## src/rtl/mul_unit_cdb.sv

```systemverilog
// mul_unit_cdb: pipelined multiply unit with a FIFO result buffer that broadcasts {tag,data} on the CDB.
module mul_unit_cdb #(
  parameter int DATA_W     = 8,
  parameter int TAG_W      = 3,
  parameter int LATENCY    = 3,
  parameter int OBUF_DEPTH = 2
) (
  input  logic              clk,
  input  logic              rst_n,
  input  logic              issue_valid,
  output logic              issue_ready,
  input  logic [TAG_W-1:0]  issue_tag,
  input  logic [DATA_W-1:0] issue_op_a,
  input  logic [DATA_W-1:0] issue_op_b,
  output logic              cdb_req,
  input  logic              cdb_grant,
  output logic [DATA_W-1:0] MUL_Output,
  output logic [TAG_W-1:0]  MUL_Tag_op,
  output logic [3:0]        in_flight
);
  localparam int PW = OBUF_DEPTH > 1 ? $clog2(OBUF_DEPTH) : 1;
  localparam int CW = $clog2(OBUF_DEPTH + 1);
  logic [LATENCY-1:0] r_v;
  logic [TAG_W-1:0]   r_tag   [LATENCY];
  logic [DATA_W-1:0]  r_data  [LATENCY];
  logic [TAG_W-1:0]   r_btag  [OBUF_DEPTH];
  logic [DATA_W-1:0]  r_bdata [OBUF_DEPTH];
  logic [PW-1:0]      r_rd, r_wr;
  logic [CW-1:0]      r_cnt;
  logic [3:0]         r_in_flight;
  logic               w_full, w_pop, w_push, w_stall, w_accept;
  logic [DATA_W-1:0]  w_prod;
  function automatic logic [PW-1:0] nxt(input logic [PW-1:0] p);
    return p == PW'(OBUF_DEPTH - 1) ? '0 : p + 1'b1;
  endfunction
  assign w_full      = r_cnt == CW'(OBUF_DEPTH);
  assign cdb_req     = r_cnt != '0;
  assign w_pop       = cdb_req & cdb_grant;
  // A grant in the same cycle frees a slot, so a full buffer only stalls without one.
  assign w_stall     = r_v[LATENCY-1] & w_full & ~w_pop;
  assign issue_ready = ~w_stall;
  assign w_accept    = issue_valid & ~w_stall & (issue_tag != '0);
  assign w_push      = r_v[LATENCY-1] & ~w_stall;
  assign w_prod      = issue_op_a * issue_op_b;
  assign MUL_Output  = cdb_req ? r_bdata[r_rd] : '0;
  assign MUL_Tag_op  = cdb_req ? r_btag[r_rd] : '0;
  assign in_flight   = r_in_flight;
  always_ff @(posedge clk or negedge rst_n)
    if (!rst_n) begin
      r_v <= '0;
      for (int i = 0; i < LATENCY; i++) begin
        r_tag[i]  <= '0;
        r_data[i] <= '0;
      end
    end else if (!w_stall) begin
      r_v[0]    <= w_accept;
      r_tag[0]  <= issue_tag;
      r_data[0] <= w_prod;
      for (int i = 1; i < LATENCY; i++) begin
        r_v[i]    <= r_v[i-1];
        r_tag[i]  <= r_tag[i-1];
        r_data[i] <= r_data[i-1];
      end
    end
  always_ff @(posedge clk or negedge rst_n)
    if (!rst_n) begin
      r_rd        <= '0;
      r_wr        <= '0;
      r_cnt       <= '0;
      r_in_flight <= '0;
      for (int i = 0; i < OBUF_DEPTH; i++) begin
        r_btag[i]  <= '0;
        r_bdata[i] <= '0;
      end
    end else begin
      if (w_push) begin
        r_btag[r_wr]  <= r_tag[LATENCY-1];
        r_bdata[r_wr] <= r_data[LATENCY-1];
        r_wr          <= nxt(r_wr);
      end
      if (w_pop) r_rd <= nxt(r_rd);
      r_cnt       <= r_cnt + CW'(w_push) - CW'(w_pop);
      r_in_flight <= r_in_flight + 4'(w_accept) - 4'(w_pop);
    end
endmodule
```

## config.mk

```make
export PLATFORM = sky130hd
export DESIGN_NAME = mul_unit_cdb
export DESIGN_NICKNAME = d
export VERILOG_FILES = /design/src/rtl/mul_unit_cdb.sv
export SDC_FILE = /design/constraint.sdc
export NUM_CORES = 1
export LEC_CHECK = 0
export CAP_MARGIN = 20
export CORE_ASPECT_RATIO = 0.7
export CORE_UTILIZATION = 32
export CTS_CLUSTER_DIAMETER = 100
export DETAILED_ROUTE_END_ITERATION = 8
export PLACE_DENSITY_LB_ADDON = 0.15
export RECOVER_POWER = 25
export SYNTH_ARGS = -nofsm -noshare
export SYNTH_HDL_FRONTEND = slang
export SYNTH_SLANG_ARGS = --single-unit
```

## constraint.sdc

```tcl
create_clock -name clk -period 4.6 [get_ports clk]
set_input_delay 0.92 -clock clk [delete_from_list [all_inputs] [get_ports clk]]
set_output_delay 0.92 -clock clk [all_outputs]
set_load 0.1 [all_outputs]
```

==> results.py, run 1 <==
metrics = {
    "drt": {
        "wirelength_um": 6970,
        "vias": 2482,
        "drtPass1Iterations": 4,
        "routed_length_per_placed_instance_um": 12.1,
        "detail_route.drc_violations": 0,
        "viasPerCell": 4.32,
        "drc_violation_total_after_the_first_tritonroute_iteration": 100,
        "drtAntennaViolNets": 0,
    },
    "grt": {
        "grt_first_pass_wirelength_um": 12500,
        "grt_antenna_before_repair": 0,
        "first_global_vias": 2651,
        "largest_net_degree_at_the_start_of_global_routing": 42,
        "grt_use_total_pct": 13.8,
        "congestion_overflow_gr": 0,
    },
    "pwr": {
        "seq_power_share_pct": 29.8,
        "switchingPower_w": 0.00157,
        "p_per_area_mw_per_mm2": 744,
        "combPwrFrac_pct": 52.2,
        "internal_dissipation_w": 0.00183,
        "p_sw_share_pct": 46.2,
        "vdd.ir_drop.worst_uv": 343,
        "power.static_leakage_nw": 2.28,
        "total_power_w": 0.00340,
        "power.clock.fraction_pct": 18.0,
    },
    "die": {
        "initial_utilization_pct": 32.9,
        "fp.coreArea_sq_mm": 0.0110,
        "chip_width_um": 129,
        "pin_count": 40,
        "design.die.area_sq_mm": 0.0118,
        "placement_rows": 32,
        "floorplan.die.height_um": 91.0,
    },
    "cts": {
        "tritoncts": "yes",
        "cts.clk_slew.worst_paths_ns": 0.05,
        "cts_made_buffers": 9,
        "cts.sink_count": 66,
        "clk_path_buf_depth": 2,
        "cts_root_buf": "clkbuf_16",
        "clkLatencyLatePin_ns": 0.33,
        "post-cts-setup-buffer-count": 0,
        "cts-resized-gates": 0,
        "cts.htree.levels": 3,
        "postCtsHoldBufs": 0,
    },
    "synth": {
        "post_synth.cell_area_avg_sq_um": 10.1,
        "yosys_register_bits": 66,
        "ys_warn_count": 0,
        "synthesized_netlist_net_count": 416,
        "syn_inst": 358,
        "cell_area_after_synthesis_sq_mm": 0.00362,
        "synth_cell_types": 25,
        "sequential_element_share_of_the_synthesized_area_pct": 45.6,
    },
    "worst_setup_path": {
        "endpoint_kind": "flop",
        "startpoint_type": "primary input",
        "timing.critical_path.mode_cell": "fa_1",
        "timing.critical_path.arrival_ns": 4.64,
        "critical_path.cell_chain": "clkdlybuf4s50_1 > and2_1 > fa_1 > fa_1 > ha_1 > inv_1 > fa_1 > inv_1 > ha_1 > a21o_1 > a21oi_1 > xnor3_1 > xnor3_1 > o21ai_1",
        "crit_path_top_delay_cell": "fa_1",
        "worst-path-max-fanout": 4,
        "critical_path_data_required_time_ns": 4.80,
        "critPathMaxStageDelay_ns": 0.52,
        "critical_path_class": "primary input to flop",
    },
    "status": {
        "outcome": "complete, but fails checks",
        "failed_checks": "max-capacitance violations, max-slew violations",
    },
    "flow_run": {
        "maxCapViolations": 1,
    },
    "cells_and_area": {
        "drive_gt1_share_pct": 15.4,
        "post_synthesis_to_final_layout_area_growth_pct": 26.2,
        "final_cell_mix": "111 x nand2_1, 66 x dfrtp_1, 34 x clkdlybuf4s50_1",
        "final_util_pct": 41.5,
        "fill_cell_instance_count_of_the_final_layout": 1095,
        "most_frequent_standard_cell_in_the_layout_excluding_fill_and_tap_cells": "nand2_1",
        "design.final.nets": 474,
        "num_antenna_cells": 0,
    },
    "sta": {
        "slew_headroom_pct": -46.2,
        "achievable-frequency_ghz": 0.225,
        "layout_worst_path_cycle_share_pct": 96.7,
        "timing_hold_violations_final": 0,
        "worst_pin_slew_ns": 2.19,
        "post-route-min-period_ns": 4.45,
        "totalNegativeSetupSlack_ns": 0,
        "final_ws_setup_ns": 0.154,
        "timing.final.max_slew_violations": 42,
        "clock_skew_after_layout_ns": 0.00574,
        "finalSetupViolCount": 0,
    },
    "placement": {
        "detailedPlace.worstSlack_ns": -0.236,
        "hpwl_um": 5100,
        "gpl.final_weighted_congestion": 0.831,
        "buffer_ports.inserted": 39,
    },
    "hold_path": {
        "timing.hold.worst.class": "flop to flop",
    },
}
-- flip-flops by register name, summed over array words and instances, names as in the netlist --
| register | count |
|---|---|
| in_flight | 4 |
| r_v | 3 |
| r_data | 24 |
| r_rd | 1 |
| r_tag | 9 |
| r_wr | 1 |
| r_btag | 6 |
| r_bdata | 16 |
| r_cnt | 2 |
-- logic make-up after synthesis --
family	Yosys count	synth area share, %
compound gates	10	1.69
flops	66	45.6
buf+inv	42	4.45
mux	33	9.88
fa+ha+maj	35	14.8
xor+xnor	21	5.84
simple gates	151	17.8
-- worst paths after layout --
path / from / endpoint / slack (ns) / cells past startpoint
min in group asynchronous: rst_n / in_flight[3]$_DFF_PN0_ / 1.23 / 1
worst max-delay path: issue_op_b[4] / r_data[23]$_DFFE_PN0N_ / 0.15 / 14
worst min-delay path: r_v[1]$_DFFE_PN0N_ / r_v[2]$_DFFE_PN0N_ / 0.47 / 1
max in group asynchronous: rst_n / r_data[23]$_DFFE_PN0N_ / 2.05 / 2
worst max register to register: r_cnt[0]$_DFF_PN0_ / in_flight[1]$_DFF_PN0_ / 1.94 / 8
worst min register to register: r_v[1]$_DFFE_PN0N_ / r_v[2]$_DFFE_PN0N_ / 0.47 / 1
-- power groups by stage --
stage	Combinational [W]	Clock (W)	Sequential (W)
global route	0.00192	0.000660	0.00105
detailed placement	0.00179	0	0.00103
global placement	0.00178	0	0.00102
finish	0.00177	0.000612	0.00102
floorplan	0.00129	0	0.00110
CTS	0.00180	0.000633	0.00102
-- per-stage QoR --
| stage | hold slack [ns] | std cells | area [sq um] |
|---|---|---|---|
| after floorplan | 0.430 | 358 | 3620 |
| after global placement | 0.443 | 558 | 4300 |
| after detailed placement | 0.443 | 558 | 4300 |
| after CTS | 0.470 | 574 | 4570 |
| after global routing | 0.492 | 574 | 4570 |
| final | 0.465 | 574 | 4570 |
-- Yosys cell counts, drive strengths merged --
| cell type | count | area share [%] |
|---|---|---|
| dfrtp | 66 | 46 |
| o311ai | 1 | 0.24 |
| a21oi | 3 | 0.41 |
| mux2i | 11 | 3.0 |
| fa | 13 | 7.2 |
| xnor3 | 2 | 1.2 |
| and4bb | 1 | 0.35 |
| nor2b | 1 | 0.17 |
| mux2 | 22 | 6.8 |
| and2 | 22 | 4.0 |
| o21ai | 3 | 0.41 |
| nand2b | 1 | 0.17 |
| ha | 22 | 7.6 |
| xnor2 | 15 | 3.6 |
| xor2 | 4 | 0.97 |
| clkbuf | 8 | 0.83 |
| inv | 31 | 3.2 |
| buf | 3 | 0.41 |
| a21o | 3 | 0.62 |
| nor2 | 13 | 1.3 |
| nand2 | 111 | 11 |
| nand3 | 2 | 0.28 |
-- critical path: cells and delay by family --
family                     cells  cell delay [ns]
adders and majority gates      5             2.03
and+or+nand+nor                1             0.18
xor gates and xnor gates       2             0.59
AOI/OAI and AO/OA              3             0.37
buffers and inverters          3             0.55
-- routing by layer --
layer / part of all wire, % / global-route usage [%] / wire, um
met1: 53 / 18.9 / 3690
met4: 1.3 / 4.41 / 91
met3: 3.2 / 4.24 / 224
met5: 0 / 0 / 0
met2: 42 / 20.7 / 2960
-- area by class of cell --
cell class | instances | area, sq um | share of cell area (%)
Clock buffer | 10 | 239 | 5.23
Sequential cell | 66 | 1650 | 36.1
Clock inverter | 6 | 32.5 | 0.711
Inverter | 31 | 116 | 2.54
Timing Repair Buffer | 58 | 532 | 11.6
Multi-Input combinational cell | 250 | 1810 | 39.6
Tap cell | 153 | 191 | 4.19
Power figures use the tool's default switching activity.
==> run 2, diff against run 1 <==
==> constraint.sdc (replaced) <==
create_clock -name clk -period 3.75 [get_ports clk]
set_input_delay 0.75 -clock clk [delete_from_list [all_inputs] [get_ports clk]]
set_output_delay 0.75 -clock clk [all_outputs]
set_load 0.01 [all_outputs]
==> run 2 against run 1 <==
Compared with the run above: critical path type unchanged; the flow now finishes without violations; register-to-register slack worse by 0.56 ns; clock power up 32%; highest routed layer unchanged; critical endpoint unchanged; hold slack worse by 0.0085 ns; largest cell class unchanged; power up 1.2%; count of clock-buffer cells in the layout up 2.
==> results.py, run 2 (synthesized netlist as in run 1, its figures left out) <==
metrics = {
    "grt": {
        "grt_use_total_pct": 13.8,
        "globalRouteMet1Util_pct": 19.8,
        "grt.met3_usage_pct": 4.36,
        "largest_net_degree_at_the_start_of_global_routing": 43,
        "first_global_vias": 2548,
        "congestion_overflow_gr": 0,
        "grt_use_met2_pct": 19.7,
        "grt_antenna_before_repair": 0,
        "top_usage_layer": "met1",
        "grt_first_pass_wirelength_um": 12400,
    },
    "pwr": {
        "switchingPower_w": 0.00110,
        "p_per_area_mw_per_mm2": 739,
        "seq_power_share_pct": 36.1,
        "combPwrFrac_pct": 40.4,
        "power.static_leakage_nw": 2.28,
        "p_sw_share_pct": 31.8,
        "internal_dissipation_w": 0.00235,
        "vdd.ir_drop.worst_uv": 300,
        "power.clock.fraction_pct": 23.5,
    },
    "sta": {
        "timing_hold_violations_final": 0,
        "clock_skew_after_layout_ns": 0.00559,
        "slew_headroom_pct": 10.2,
        "worst_pin_slew_ns": 1.35,
        "layout_worst_path_cycle_share_pct": 96.0,
        "achievable-frequency_ghz": 0.278,
        "post-route-min-period_ns": 3.60,
        "finalSetupViolCount": 0,
        "final_ws_setup_ns": 0.152,
        "timing.final.max_slew_violations": 0,
        "whs_ns": 0.457,
    },
    "hold_path": {
        "timing.hold.worst.class": "flop to flop",
        "whs_path_depth": 2,
        "worstHoldEndpoint": "r_v[1]$_DFFE_PN0N_",
        "holdCritStartpoint": "r_v[1]$_DFFE_PN0N_",
    },
    "drt": {
        "detail_route.drc_violations": 0,
        "vias": 2473,
        "drc_violation_total_after_the_first_tritonroute_iteration": 107,
        "drtAntennaViolNets": 0,
        "viasPerCell": 4.29,
        "wirelength_um": 7020,
        "routed_length_per_placed_instance_um": 12.2,
        "drtPass1Iterations": 4,
    },
    "cells_and_area": {
        "fill_cell_instance_count_of_the_final_layout": 1099,
        "design.final.nets": 477,
        "final_util_pct": 42.3,
        "post_synthesis_to_final_layout_area_growth_pct": 28.5,
        "largest_registers": "r_data: 24 flops, r_bdata: 16 flops, r_tag: 9 flops",
        "top_register": "r_data",
        "final_cell_mix": "109 x nand2_1, 66 x dfrtp_1, 26 x inv_1, 26 x clkdlybuf4s50_1, 22 x mux2_2",
        "layout.cell_area.non_filler_sq_mm": 0.00466,
        "final_standard_cell_count_with_taps_included_and_fillers_excluded": 576,
        "most_frequent_standard_cell_in_the_layout_excluding_fill_and_tap_cells": "nand2_1",
        "drive_gt1_share_pct": 21.7,
        "largest_reg_flops": 24,
        "num_antenna_cells": 0,
    },
    "worst_setup_path": {
        "startpoint_type": "primary input",
        "r2r_cells": 9,
        "endpoint_kind": "flop",
        "timing.critical_path.arrival_ns": 3.79,
        "critical_path_class": "primary input to flop",
        "reg_to_reg_endpoint": "in_flight[2]$_DFF_PN0_",
        "r2r_slack_ns": 1.38,
        "reg2reg_from": "r_cnt[1]$_DFF_PN0_",
        "critical_path_data_required_time_ns": 3.94,
        "worst-path-max-fanout": 5,
    },
    "cts": {
        "cts.clk_slew.worst_paths_ns": 0.05,
        "clkLatencyLatePin_ns": 0.32,
        "tritoncts": "yes",
        "cts.htree.levels": 3,
        "cts_root_buf": "clkbuf_16",
        "cts_made_buffers": 9,
        "clk_path_buf_depth": 2,
        "cts.sink_count": 66,
    },
    "placement": {
        "place_inst": 560,
        "detailedPlace.worstSlack_ns": -0.668,
        "dpl_cell_area_sq_mm": 0.00435,
        "gpl.final_weighted_congestion": 0.794,
        "hpwl_um": 5120,
        "buffer_ports.inserted": 39,
    },
    "die": {
        "chip_width_um": 129,
        "floorplan.die.height_um": 91.0,
        "design.die.area_sq_mm": 0.0118,
        "pin_count": 40,
        "initial_utilization_pct": 32.9,
        "placement_rows": 32,
        "fp.coreArea_sq_mm": 0.0110,
    },
    "status": {
        "outcome": "finished clean",
    },
    "flow_run": {
        "maxCapViolations": 0,
    },
}
-- run 2: layout make-up --
type	count	area, sq um	area share [%]
multi-input combinational	250	1890	40.7
sequential	66	1650	35.5
timing repair buffer	61	515	11.1
clock buffer	12	246	5.29
tap	153	191	4.11
inverter	31	116	2.50
clock inverter	3	40.0	0.860
-- run 2: worst max-delay path by stage --
stage / start / end / slack, ns
CTS: issue_op_a[3] / r_data[23]$_DFFE_PN0N_ / 0.003
floorplan: issue_op_a[1] / r_data[23]$_DFFE_PN0N_ / 0.02
global placement: issue_op_a[0] / r_data[23]$_DFFE_PN0N_ / -0.59
finish: issue_op_a[2] / r_data[23]$_DFFE_PN0N_ / 0.15
global route: issue_op_a[4] / r_data[23]$_DFFE_PN0N_ / -0.004
detailed placement: issue_op_a[2] / r_data[23]$_DFFE_PN0N_ / -0.67
-- run 2: metal layers --
metal	wire length (um)	vias up	part of all wire, %
met1	3690	1201	53
met2	3070	24	44
met5	0	-	0
met4	56	0	0.80
met3	206	8	2.9
li1	-	1240	-
-- run 2: power groups by stage --
stage               Clock [W]  Combinational [W]  Sequential (W)
finish               0.000808            0.00139         0.00124
global route         0.000862            0.00160         0.00129
floorplan                   0           0.000943         0.00119
global placement            0            0.00139         0.00125
CTS                  0.000828            0.00142         0.00125
detailed placement          0            0.00141         0.00126
-- run 2: critical path: stages --
cell and delay [ns]:
clkbuf_4 0.15, buf_4 0.14, and2_1 0.14, ha_1 0.27, ha_1 0.28, inv_1 0.05
fa_1 0.52, inv_1 0.04, ha_2 0.20, fa_2 0.39, a21o_1 0.20, a21oi_2 0.13
xnor3_1 0.24, xnor3_1 0.21, o21ai_1 0.06
-- run 2: metrics by stage --
stage	TNS, ns	power (W)
floorplan	0	0.00213
global route	-0.00418	0.00375
finish	0	0.00344
CTS	0	0.00349
detailed placement	-1.32	0.00267
global placement	-1.16	0.00264
-- run 2: what timing repair did --
action / in CTS / in global routing
hold buffers: 0 / 0
buffers inserted: 0 / 1
endpoints found under the setup margin: 2 / 1
pin swaps: 4 / 10
resized for setup: 30 / 19
